<file path="src/rtl/fu_x_pkg.sv">
// fu_x_pkg: shared encodings and helpers for function_unit_x
package fu_x_pkg;
  typedef enum logic [4:0] {
    FS_MOV  = 5'd0,
    FS_ADD  = 5'd1,
    FS_ADDC = 5'd2,
    FS_SUB  = 5'd3,
    FS_SUBC = 5'd4,
    FS_CMP  = 5'd5,
    FS_DADD = 5'd6,
    FS_AND  = 5'd7,
    FS_BIT  = 5'd8,
    FS_BIC  = 5'd9,
    FS_BIS  = 5'd10,
    FS_XOR  = 5'd11,
    FS_RRC  = 5'd12,
    FS_RRA  = 5'd13,
    FS_RRU  = 5'd14,
    FS_RLA  = 5'd15,
    FS_SWPB = 5'd16,
    FS_SXT  = 5'd17
  } fs_e;
  typedef enum logic [1:0] {
    SZ_BYTE = 2'b00,
    SZ_WORD = 2'b01,
    SZ_ADDR = 2'b10,
    SZ_RSVD = 2'b11
  } size_e;
  typedef enum logic {
    S_IDLE = 1'b0,
    S_RUN  = 1'b1
  } state_e;
  localparam logic [15:0] UNDEF_VAL = 16'hDEAD;
  // active operand width; the reserved size code behaves as a word
  function automatic int unsigned op_width(input logic [1:0] size, input int unsigned data_w);
    return size == SZ_BYTE ? 32'd8 : size == SZ_ADDR ? data_w : 32'd16;
  endfunction
endpackage

</file>
<file path="src/rtl/fu_x_step.sv">
// fu_step: one combinational iteration of the function unit at the selected width
module fu_step
  import fu_x_pkg::*;
#(
  parameter int DATA_W = 20
) (
  input  logic [4:0]        fs_i,
  input  logic [1:0]        size_i,
  input  logic [DATA_W-1:0] src_i,
  input  logic [DATA_W-1:0] dst_i,
  input  logic              z_i,
  input  logic              v_i,
  input  logic              n_i,
  input  logic              c_i,
  output logic [DATA_W-1:0] res_o,
  output logic              z_o,
  output logic              v_o,
  output logic              n_o,
  output logic              c_o
);
  logic [DATA_W-1:0] mask, top, s, d, b, r, bcd;
  logic [DATA_W:0] sum;
  logic [4:0] dig;
  logic ci, ac, av, bc, cy, ov, keep;
  // operands masked to the active width; top is a one-hot of bit W-1
  always_comb begin
    mask = ~({DATA_W{1'b1}} << op_width(size_i, DATA_W));
    top = mask & ~(mask >> 1);
    s = src_i & mask;
    d = dst_i & mask;
  end
  // shared adder: subtraction adds the inverted source, RLA adds dst to itself
  always_comb begin
    b = fs_i == FS_RLA ? d : (fs_i == FS_SUB || fs_i == FS_SUBC || fs_i == FS_CMP) ? ~s & mask : s;
    ci = (fs_i == FS_ADDC || fs_i == FS_SUBC) ? c_i : (fs_i == FS_SUB || fs_i == FS_CMP);
    sum = {1'b0, d} + {1'b0, b} + {{DATA_W{1'b0}}, ci};
    ac = |(sum & {top, 1'b0});
    av = ((|(d & top)) == (|(b & top))) && ((|(sum[DATA_W-1:0] & top)) != (|(d & top)));
  end
  // decimal add, one nibble at a time with +6 correction and rippling carry
  always_comb begin
    bcd = '0;
    bc = c_i;
    dig = '0;
    for (int k = 0; k < DATA_W / 4; k++) begin
      if (k < op_width(size_i, DATA_W) / 4) begin
        dig = {1'b0, d[4*k +: 4]} + {1'b0, s[4*k +: 4]} + {4'd0, bc};
        bc = dig > 5'd9;
        bcd[4*k +: 4] = bc ? dig[3:0] + 4'd6 : dig[3:0];
      end
    end
  end
  // per-op result and flags; keep passes the incoming status through untouched
  always_comb begin
    r = d;
    cy = c_i;
    ov = 1'b0;
    keep = 1'b0;
    case (fs_i)
      FS_MOV: begin
        r = s;
        keep = 1'b1;
      end
      FS_ADD, FS_ADDC, FS_SUB, FS_SUBC, FS_CMP, FS_RLA: begin
        r = sum[DATA_W-1:0];
        cy = ac;
        ov = av;
      end
      FS_DADD: begin
        r = bcd;
        cy = bc;
      end
      FS_AND, FS_BIT: begin
        r = d & s;
        cy = |(d & s);
      end
      FS_XOR: begin
        r = d ^ s;
        cy = |(d ^ s);
        ov = |(d & s & top);
      end
      FS_BIC: begin
        r = d & ~s;
        keep = 1'b1;
      end
      FS_BIS: begin
        r = d | s;
        keep = 1'b1;
      end
      FS_RRC: begin
        r = (d >> 1) | (c_i ? top : '0);
        cy = d[0];
      end
      FS_RRA: begin
        r = (d >> 1) | (d & top);
        cy = d[0];
      end
      FS_RRU: begin
        r = d >> 1;
        cy = d[0];
      end
      FS_SWPB: begin
        r = d;
        r[15:0] = {d[7:0], d[15:8]};
        keep = 1'b1;
      end
      FS_SXT: begin
        r = {{(DATA_W-8){d[7]}}, d[7:0]};
        cy = |d[7:0];
      end
      default: begin
        r = DATA_W'(UNDEF_VAL);
        keep = 1'b1;
      end
    endcase
    res_o = r & mask;
    z_o = keep ? z_i : ~|res_o;
    n_o = keep ? n_i : |(res_o & top);
    c_o = keep ? c_i : cy;
    v_o = keep ? v_i : ov;
  end
endmodule

</file>
<file path="src/rtl/function_unit_x.sv">
// function_unit_x: iterating ALU; runs fu_step rpt+1 times with result/carry feedback
module function_unit_x
  import fu_x_pkg::*;
#(
  parameter int DATA_W  = 20,
  parameter int MAX_RPT = 16
) (
  input  logic                       clk,
  input  logic                       rst_n,
  input  logic                       start,
  input  logic [4:0]                 fs,
  input  logic [1:0]                 size,
  input  logic [$clog2(MAX_RPT)-1:0] rpt,
  input  logic [DATA_W-1:0]          src,
  input  logic [DATA_W-1:0]          dst,
  input  logic                       zin,
  input  logic                       vin,
  input  logic                       nin,
  input  logic                       cin,
  output logic                       busy,
  output logic                       done,
  output logic [DATA_W-1:0]          result,
  output logic                       zout,
  output logic                       vout,
  output logic                       nout,
  output logic                       cout
);
  localparam int RW = $clog2(MAX_RPT);
  state_e state_q;
  logic [4:0] fs_q;
  logic [1:0] size_q;
  logic [RW-1:0] cnt_q;
  logic [DATA_W-1:0] src_q, dst_q, res_q, dst_d;
  logic z_q, v_q, n_q, c_q, z_d, v_d, n_d, c_d;
  logic zo_q, vo_q, no_q, co_q, done_q;
  fu_step #(.DATA_W(DATA_W)) u_step (
    .fs_i  (fs_q),
    .size_i(size_q),
    .src_i (src_q),
    .dst_i (dst_q),
    .z_i   (z_q),
    .v_i   (v_q),
    .n_i   (n_q),
    .c_i   (c_q),
    .res_o (dst_d),
    .z_o   (z_d),
    .v_o   (v_d),
    .n_o   (n_d),
    .c_o   (c_d)
  );
  // sequencer: latch on accepted start, feed each step back, publish on the last step
  always_ff @(posedge clk) begin
    if (!rst_n) begin
      state_q <= S_IDLE;
      fs_q <= '0;
      size_q <= '0;
      cnt_q <= '0;
      src_q <= '0;
      dst_q <= '0;
      {z_q, v_q, n_q, c_q} <= '0;
      res_q <= '0;
      {zo_q, vo_q, no_q, co_q} <= '0;
      done_q <= 1'b0;
    end else begin
      done_q <= 1'b0;
      case (state_q)
        S_IDLE: if (start) begin
          state_q <= S_RUN;
          fs_q <= fs;
          size_q <= size;
          cnt_q <= rpt;
          src_q <= src;
          dst_q <= dst;
          {z_q, v_q, n_q, c_q} <= {zin, vin, nin, cin};
        end
        S_RUN: begin
          dst_q <= dst_d;
          {z_q, v_q, n_q, c_q} <= {z_d, v_d, n_d, c_d};
          if (cnt_q == '0) begin
            state_q <= S_IDLE;
            done_q <= 1'b1;
            res_q <= dst_d;
            {zo_q, vo_q, no_q, co_q} <= {z_d, v_d, n_d, c_d};
          end else cnt_q <= cnt_q - 1'b1;
        end
      endcase
    end
  end
  assign busy = state_q == S_RUN;
  assign done = done_q;
  assign result = res_q;
  assign {zout, vout, nout, cout} = {zo_q, vo_q, no_q, co_q};
endmodule

</file>
<file path="config.mk">
export PLATFORM = sky130hd
export DESIGN_NAME = function_unit_x
export DESIGN_NICKNAME = d
export VERILOG_FILES = /design/src/rtl/fu_x_pkg.sv /design/src/rtl/fu_x_step.sv /design/src/rtl/function_unit_x.sv
export SDC_FILE = /design/constraint.sdc
export NUM_CORES = 1
export LEC_CHECK = 0
export ABC_AREA = 1
export ABC_CLOCK_PERIOD_IN_PS = 9500
export CAP_MARGIN = 20
export CORE_MARGIN = 5
export CORE_UTILIZATION = 35
export DETAILED_ROUTE_END_ITERATION = 8
export DONT_BUFFER_PORTS = 1
export HOLD_SLACK_MARGIN = 0.05
export PLACE_DENSITY = 0.49
export SETUP_SLACK_MARGIN = 0.4
export SYNTH_ARGS = -nofsm -noshare
export SYNTH_HDL_FRONTEND = slang
export SYNTH_HIERARCHICAL = 1
export SYNTH_SLANG_ARGS = --single-unit
</file>
<file path="constraint.sdc">
create_clock -name clk -period 9.5 [get_ports clk]
set_input_delay 1.9 -clock clk [delete_from_list [all_inputs] [get_ports clk]]
set_output_delay 1.9 -clock clk [all_outputs]
set_load 0.005 [all_outputs]
</file>
==> results of run 1 <==
## area by class of cell
class | count | area (sq um) | area share [%]
Multi-Input combinational cell | 1217 | 6395 | 66.08
Sequential cell | 81 | 1623 | 16.77
Inverter | 208 | 784.5 | 8.106
Tap cell | 330 | 412.9 | 4.266
Clock buffer | 9 | 225.2 | 2.327
Timing Repair Buffer | 22 | 165.2 | 1.707
Clock inverter | 7 | 72.57 | 0.7498
## metrics by stage
| step | std cells | hold slack (ps) | cell area (sq um) |
|---|---|---|---|
| global route | 1874 | 520.7 | 9678 |
| global placement | 1854 | 465.3 | 9236 |
| CTS | 1871 | 482.0 | 9584 |
| finish | 1874 | 476.9 | 9678 |
| detailed placement | 1854 | 469.4 | 9236 |
| floorplan | 1560 | 447.4 | 8980 |
## registers in the layout (all words and copies together) (netlist names), 2 cells and up
name / count
size_q: 2
cnt_q: 4
result: 20
dst_q: 20
fs_q: 5
src_q: 20
## cells in the mapped netlist, types with 5 or more instances
| cell type | number |
|---|---|
| nand3b_1 | 6 |
| a22oi_1 | 17 |
| a21oi_1 | 75 |
| fa_1 | 12 |
| nand4_1 | 13 |
| xor2_1 | 5 |
| inv_1 | 195 |
| clkbuf_1 | 18 |
| inv_2 | 10 |
| nor2_2 | 6 |
| a31oi_1 | 14 |
| buf_6 | 6 |
| nand2_1 | 521 |
| nor4_1 | 10 |
| nand3_1 | 120 |
| nor2_1 | 202 |
| o21ai_0 | 75 |
| nor3_1 | 7 |
| o211ai_1 | 6 |
| buf_2 | 20 |
| buf_4 | 6 |
| ha_1 | 85 |
| dfxtp_1 | 81 |
| o22ai_1 | 7 |
| xnor2_1 | 8 |
## timing repair
item,4_1_cts,5_1_grt
resized for setup,8,25
setup buffers,1,3
pin swaps,1,10
setup endpoints to repair,7,12
## routing by layer
layer | share of wire (%) | vias up | GRT usage (%)
li1 | - | 4911 | -
met1 | 44 | 4620 | 35.41
met2 | 44 | 366 | 40.63
met3 | 8.3 | 54 | 5.296
met4 | 3.2 | 0 | 8.611
met5 | 0 | - | 0
## cell families (layout without fill, tap and decap cells)
logic type,after synthesis,in the layout
adders and majority gates,97,97
buffers and inverters,262,246
and+or+nand+nor,899,899
AOI/OAI and AO/OA,208,208
DFF,81,81
xor gates and xnor gates,13,13
## power breakdown
| part | switching [mW] | internal [mW] |
|---|---|---|
| Combinational | 0.403 | 0.170 |
| Clock | 0.169 | 0.186 |
| Sequential | 0.0349 | 0.368 |
## how the worst min path moves through the flow
| stage | start | endpoint | slack, ps | cells after the start |
|---|---|---|---|---|
| final | cnt_q[1] | cnt_q[1] | 480 | 2 |
| after global routing | result[4] | result[4] | 520 | 2 |
| after floorplan | cnt_q[1] | cnt_q[1] | 450 | 2 |
| after global placement | src_q[10] | src_q[10] | 470 | 2 |
| after detailed placement | cnt_q[1] | cnt_q[1] | 470 | 2 |
| after CTS | cnt_q[1] | cnt_q[1] | 480 | 2 |
## tightest hold or removal path, delay by kind of cell (launching register included)
kind                   cells  cell delay [ps]
AO/OA/AOI/OAI              1               60
flip-flops                 1              310
buffers and inverters      1               70
==> run metrics, run 1 <==
commonest cells after routing, fill and taps aside=nand2_1 (510), nor2_1 (199), inv_1 (194), nand3_1 (119), ha_1 (84); Syn Inst Count=1560; P&R area growth vs syn=7.775%; dpl ws=107.2 ps; Iter 0 DRT Violations=888; most common cell after layout, fill and taps aside=nand2_1; Synth Register Bits=81; CP Depth=52; Compound-Gate Fraction of Synth Area=12.92%; hold_buf cts=0; GR Util All Layers=25.85%; Syn Area/Cell=5.756 sq um; drt via density=5.310; worst reg-to-reg setup slack=910 ps; Synth async-reset ratio=0%; core area=0.02525 sq mm; r2r startpoint=c_q; gr ovfl total=0; Horiz. Die Dim=170.2 um; Die ar.=0.02896 sq mm; number of CTS-inserted buffers=9; cell family with most CP delay=adder cells; worst skew pair latency=350 ps; critical path peak fanout=5; setup TNS=0 ps; ranking of synthesized cells by area=nand2_1 (22%), dfxtp_1 (18%), ha_1 (12%); Peak Freq=0.1164 GHz; HPWL Detailed=29.36 mm; CP arrival=8880 ps; CP Launch Type=flip-flop; top cell type's share of synthesized area=21.78%; post-synthesis mux area share=0%; Worst EP required=9790 ps; Wirelength per Cell=20.22 um; ys flop type=dfxtp_1; Post-Synth Simple-Gate Area=41.20%; clock-pin slew on the worst setup and hold paths=80 ps; R2R cell count=52; # fillers=2895; slew of the pin with the lowest slew margin=1127 ps; Final Max Tran Viols=0; vias in the first global route=9608; Buf/Inv on CP=10; Mapped Area=0.008980 sq mm; area share of fa/ha/maj cells after synthesis=14.52%; RSZ-0062 raised after global routing=no; DR vias=9951; EDFF count, synth=0; first-pass GRT wire length=57.54 mm; Worst Hold Class=flip-flop to flip-flop; crit path time final=8588 ps; routed wire length=37.89 mm; CP Capture Type=flip-flop; routability congestion estimate=1.057; initial core utilization=35.56%; warnings from Yosys=6; XOR/XNOR Fraction of Synth Area=1.268%; largest family of logic cells by synthesized area=simple AND/OR/NAND/NOR gates; initial antenna violation count=0; Top cell by count, worst path=nand2_1; overall power=1.331 mW; VDD IR max=0.07812 mV; CTS tree=built; setup violators final=0; fraction of layout cells with a size suffix above 1=6.606%; die height=170.2 um; status=completed; DRT Pass-1 Iters=8; root buf cell=clkbuf_16; sequential share of the synthesized area=18.06%; CP peak stage delay=580 ps; Final Util=38.32%; Port-buffer cells=0; Top Ports=84; fin crit share=90.40%; # rows=58; Setup CP Type=flip-flop to flip-flop; # diodes=0; largest net degree at the start of global routing=56; Max Cap Viol=0; Final Hold Vio Count=0; CP max stage cell=fa_2; Pleak=4.972 nW; H-tree depth=3; Final WS setup=911.9 ps; clock sink count=81; worst reg2reg path endpoint=z_q; Critical Path Start=c_q; Mapped Nets=1715; Fin Clk Skew=10.26 ps; Critical Path End=z_q; ANT nets after route=0; # nets final=1694; count of cell types in the netlist=45; PwrDens=137.5 mW/mm^2; # DRC=0; clock tree buffer depth=2; post-synth top area cell=nand2_1; Slew HR=24.69%
No activity file was read; power rests on OpenSTA's default activity.
==> run 2, diff against run 1 <==
Settings changed: CTS_CLUSTER_DIAMETER from default to 120, REMOVE_ABC_BUFFERS from default to 1.
==> run metrics, run 2 (same netlist as run 1, synthesis figures left out) <==
initial antenna violation count=1; WHS Path Cells=2; Top Ports=84; commonest cells after routing, fill and taps aside=nand2_1 (517), nor2_1 (201), inv_1 (195), nand3_1 (118), ha_1 (84); Top cell by count, worst path=nand2_1; Wirelength per Cell=19.90 um; Die ar.=0.02896 sq mm; VDD IR max=0.07886 mV; crit path time final=8637 ps; largest net degree at the start of global routing=56; r2r startpoint=src_q[0]; setup violators final=0; routed wire length=37.23 mm; fin crit share=90.91%; DRT Pass-1 Iters=5; fraction of layout cells with a size suffix above 1=5.905%; Setup CP Type=flip-flop to flip-flop; # fillers=2899; slew of the pin with the lowest slew margin=1065 ps; # DRC=0; drt via density=5.335; clock sink count=81; Port-buffer cells=0; Slew HR=28.86%; Peak Freq=0.1158 GHz; Fin Clk Skew=20.02 ps; CP arrival=8890 ps; Max Cap Viol=0; Critical Path Start=src_q[0]; H-tree depth=3; setup TNS=0 ps; GR Util All Layers=25.20%; # diodes=0; Pleak=4.962 nW; CP Launch Type=flip-flop; # rows=58; critical path peak fanout=6; die height=170.2 um; Final Hold Vio Count=0; HP Start=cnt_q[1]; status=completed; Final Max Tran Viols=0; R2R cell count=53; HPWL Detailed=28.09 mm; CP max stage cell=fa_2; P&R area growth vs syn=7.426%; routability congestion estimate=1.017; Worst EP required=9760 ps; vias in the first global route=9395; clock-pin slew on the worst setup and hold paths=90 ps; worst skew pair latency=360 ps; CP Capture Type=flip-flop; core area=0.02525 sq mm; first-pass GRT wire length=55.97 mm; initial core utilization=35.56%; gr ovfl total=0; Hold Slack=475.8 ps; DR vias=9981; Horiz. Die Dim=170.2 um; PwrDens=140.0 mW/mm^2; CP peak stage delay=570 ps; CTS tree=built; ANT nets after route=0; # nets final=1691; root buf cell=clkbuf_16; number of CTS-inserted buffers=9; clock tree buffer depth=2; RSZ-0062 raised after global routing=no; Iter 0 DRT Violations=972; Worst Hold Class=flip-flop to flip-flop; most common cell after layout, fill and taps aside=nand2_1
-- run 2: changes by cell type in the layout (fill, tap and decap cells not counted), moves of 2 or more --
cell | previous run | this run
nor2_2 | 9 | 7
inv_8 | 2 | 0
nand2_1 | 510 | 517
nand2_2 | 13 | 6
nor2_1 | 199 | 201
buf_4 | 22 | 19
dfxtp_1 | 80 | 78
-- run 2: repair_timing --
item | CTS | global route
setup buffers | 0 | 8
pin swaps | 0 | 10
hold endpoints to repair | 0 | 0
hold buffers | 0 | 0
gates resized for setup | 4 | 23
setup endpoints to repair | 5 | 12
-- run 2: metrics by stage --
stage | power [mW] | util (%) | worst slack [ps] | instance area, sq um | cells
after detailed placement | 0.9324 | 36.36 | 221.1 | 9181 | 1847
after floorplan | 0.7511 | - | 1266 | 8683 | 1506
after CTS | 1.338 | 37.69 | 413.5 | 9519 | 1863
after global routing | 1.437 | 38.20 | 330.9 | 9647 | 1871
after global placement | 0.9314 | 36.36 | 567.1 | 9181 | 1847
final | 1.350 | 38.20 | 863.1 | 9647 | 1871
-- run 2: routing by layer --
metal	vias to the layer above	routed length [um]	global-route usage, %
met5	-	0	0
met4	0	1473	9.861
met3	74	2394	2.764
met2	399	16870	40.56
met1	4606	16490	34.62
li1	4902	-	-
-- run 2: where the power goes --
group          internal, mW  switching, mW  leakage (nW)
sequential            0.368         0.0372         0.666
clock                 0.215          0.180         0.150
combinational         0.169          0.381          4.15
total                 0.752          0.598          4.96
-- run 2: layout make-up --
cell class | count | area, sq um | share of cell area [%]
clock inverters | 6 | 72.57 | 0.7523
flip-flops and latches | 81 | 1628 | 16.87
inverters | 208 | 784.5 | 8.132
repair buffers | 19 | 142.6 | 1.479
well taps | 330 | 412.9 | 4.280
multi-input cells | 1217 | 6367 | 66.01
clock buffers | 10 | 239.0 | 2.477
-- run 2: critical path: cells and delay by family, from the launching register on --
family / cells / cell delay [ps]
buf+inv: 11 / 890
fa+ha+maj: 11 / 4370
compound gates: 4 / 440
flops: 1 / 370
xor+xnor: 1 / 200
simple gates: 26 / 2250
-- run 2: worst paths after layout --
path	end	slack, ps
min reg2reg	cnt_q[1]	480
min	cnt_q[1]	480
max reg2reg	z_q	860
max	z_q	860
==> run 3, diff against run 2 <==
Settings changed: ABC_CLOCK_PERIOD_IN_PS 9500 to default.
==> results of run 3 <==
No change in the layout: final DEF, timing and power equal those of run 2.
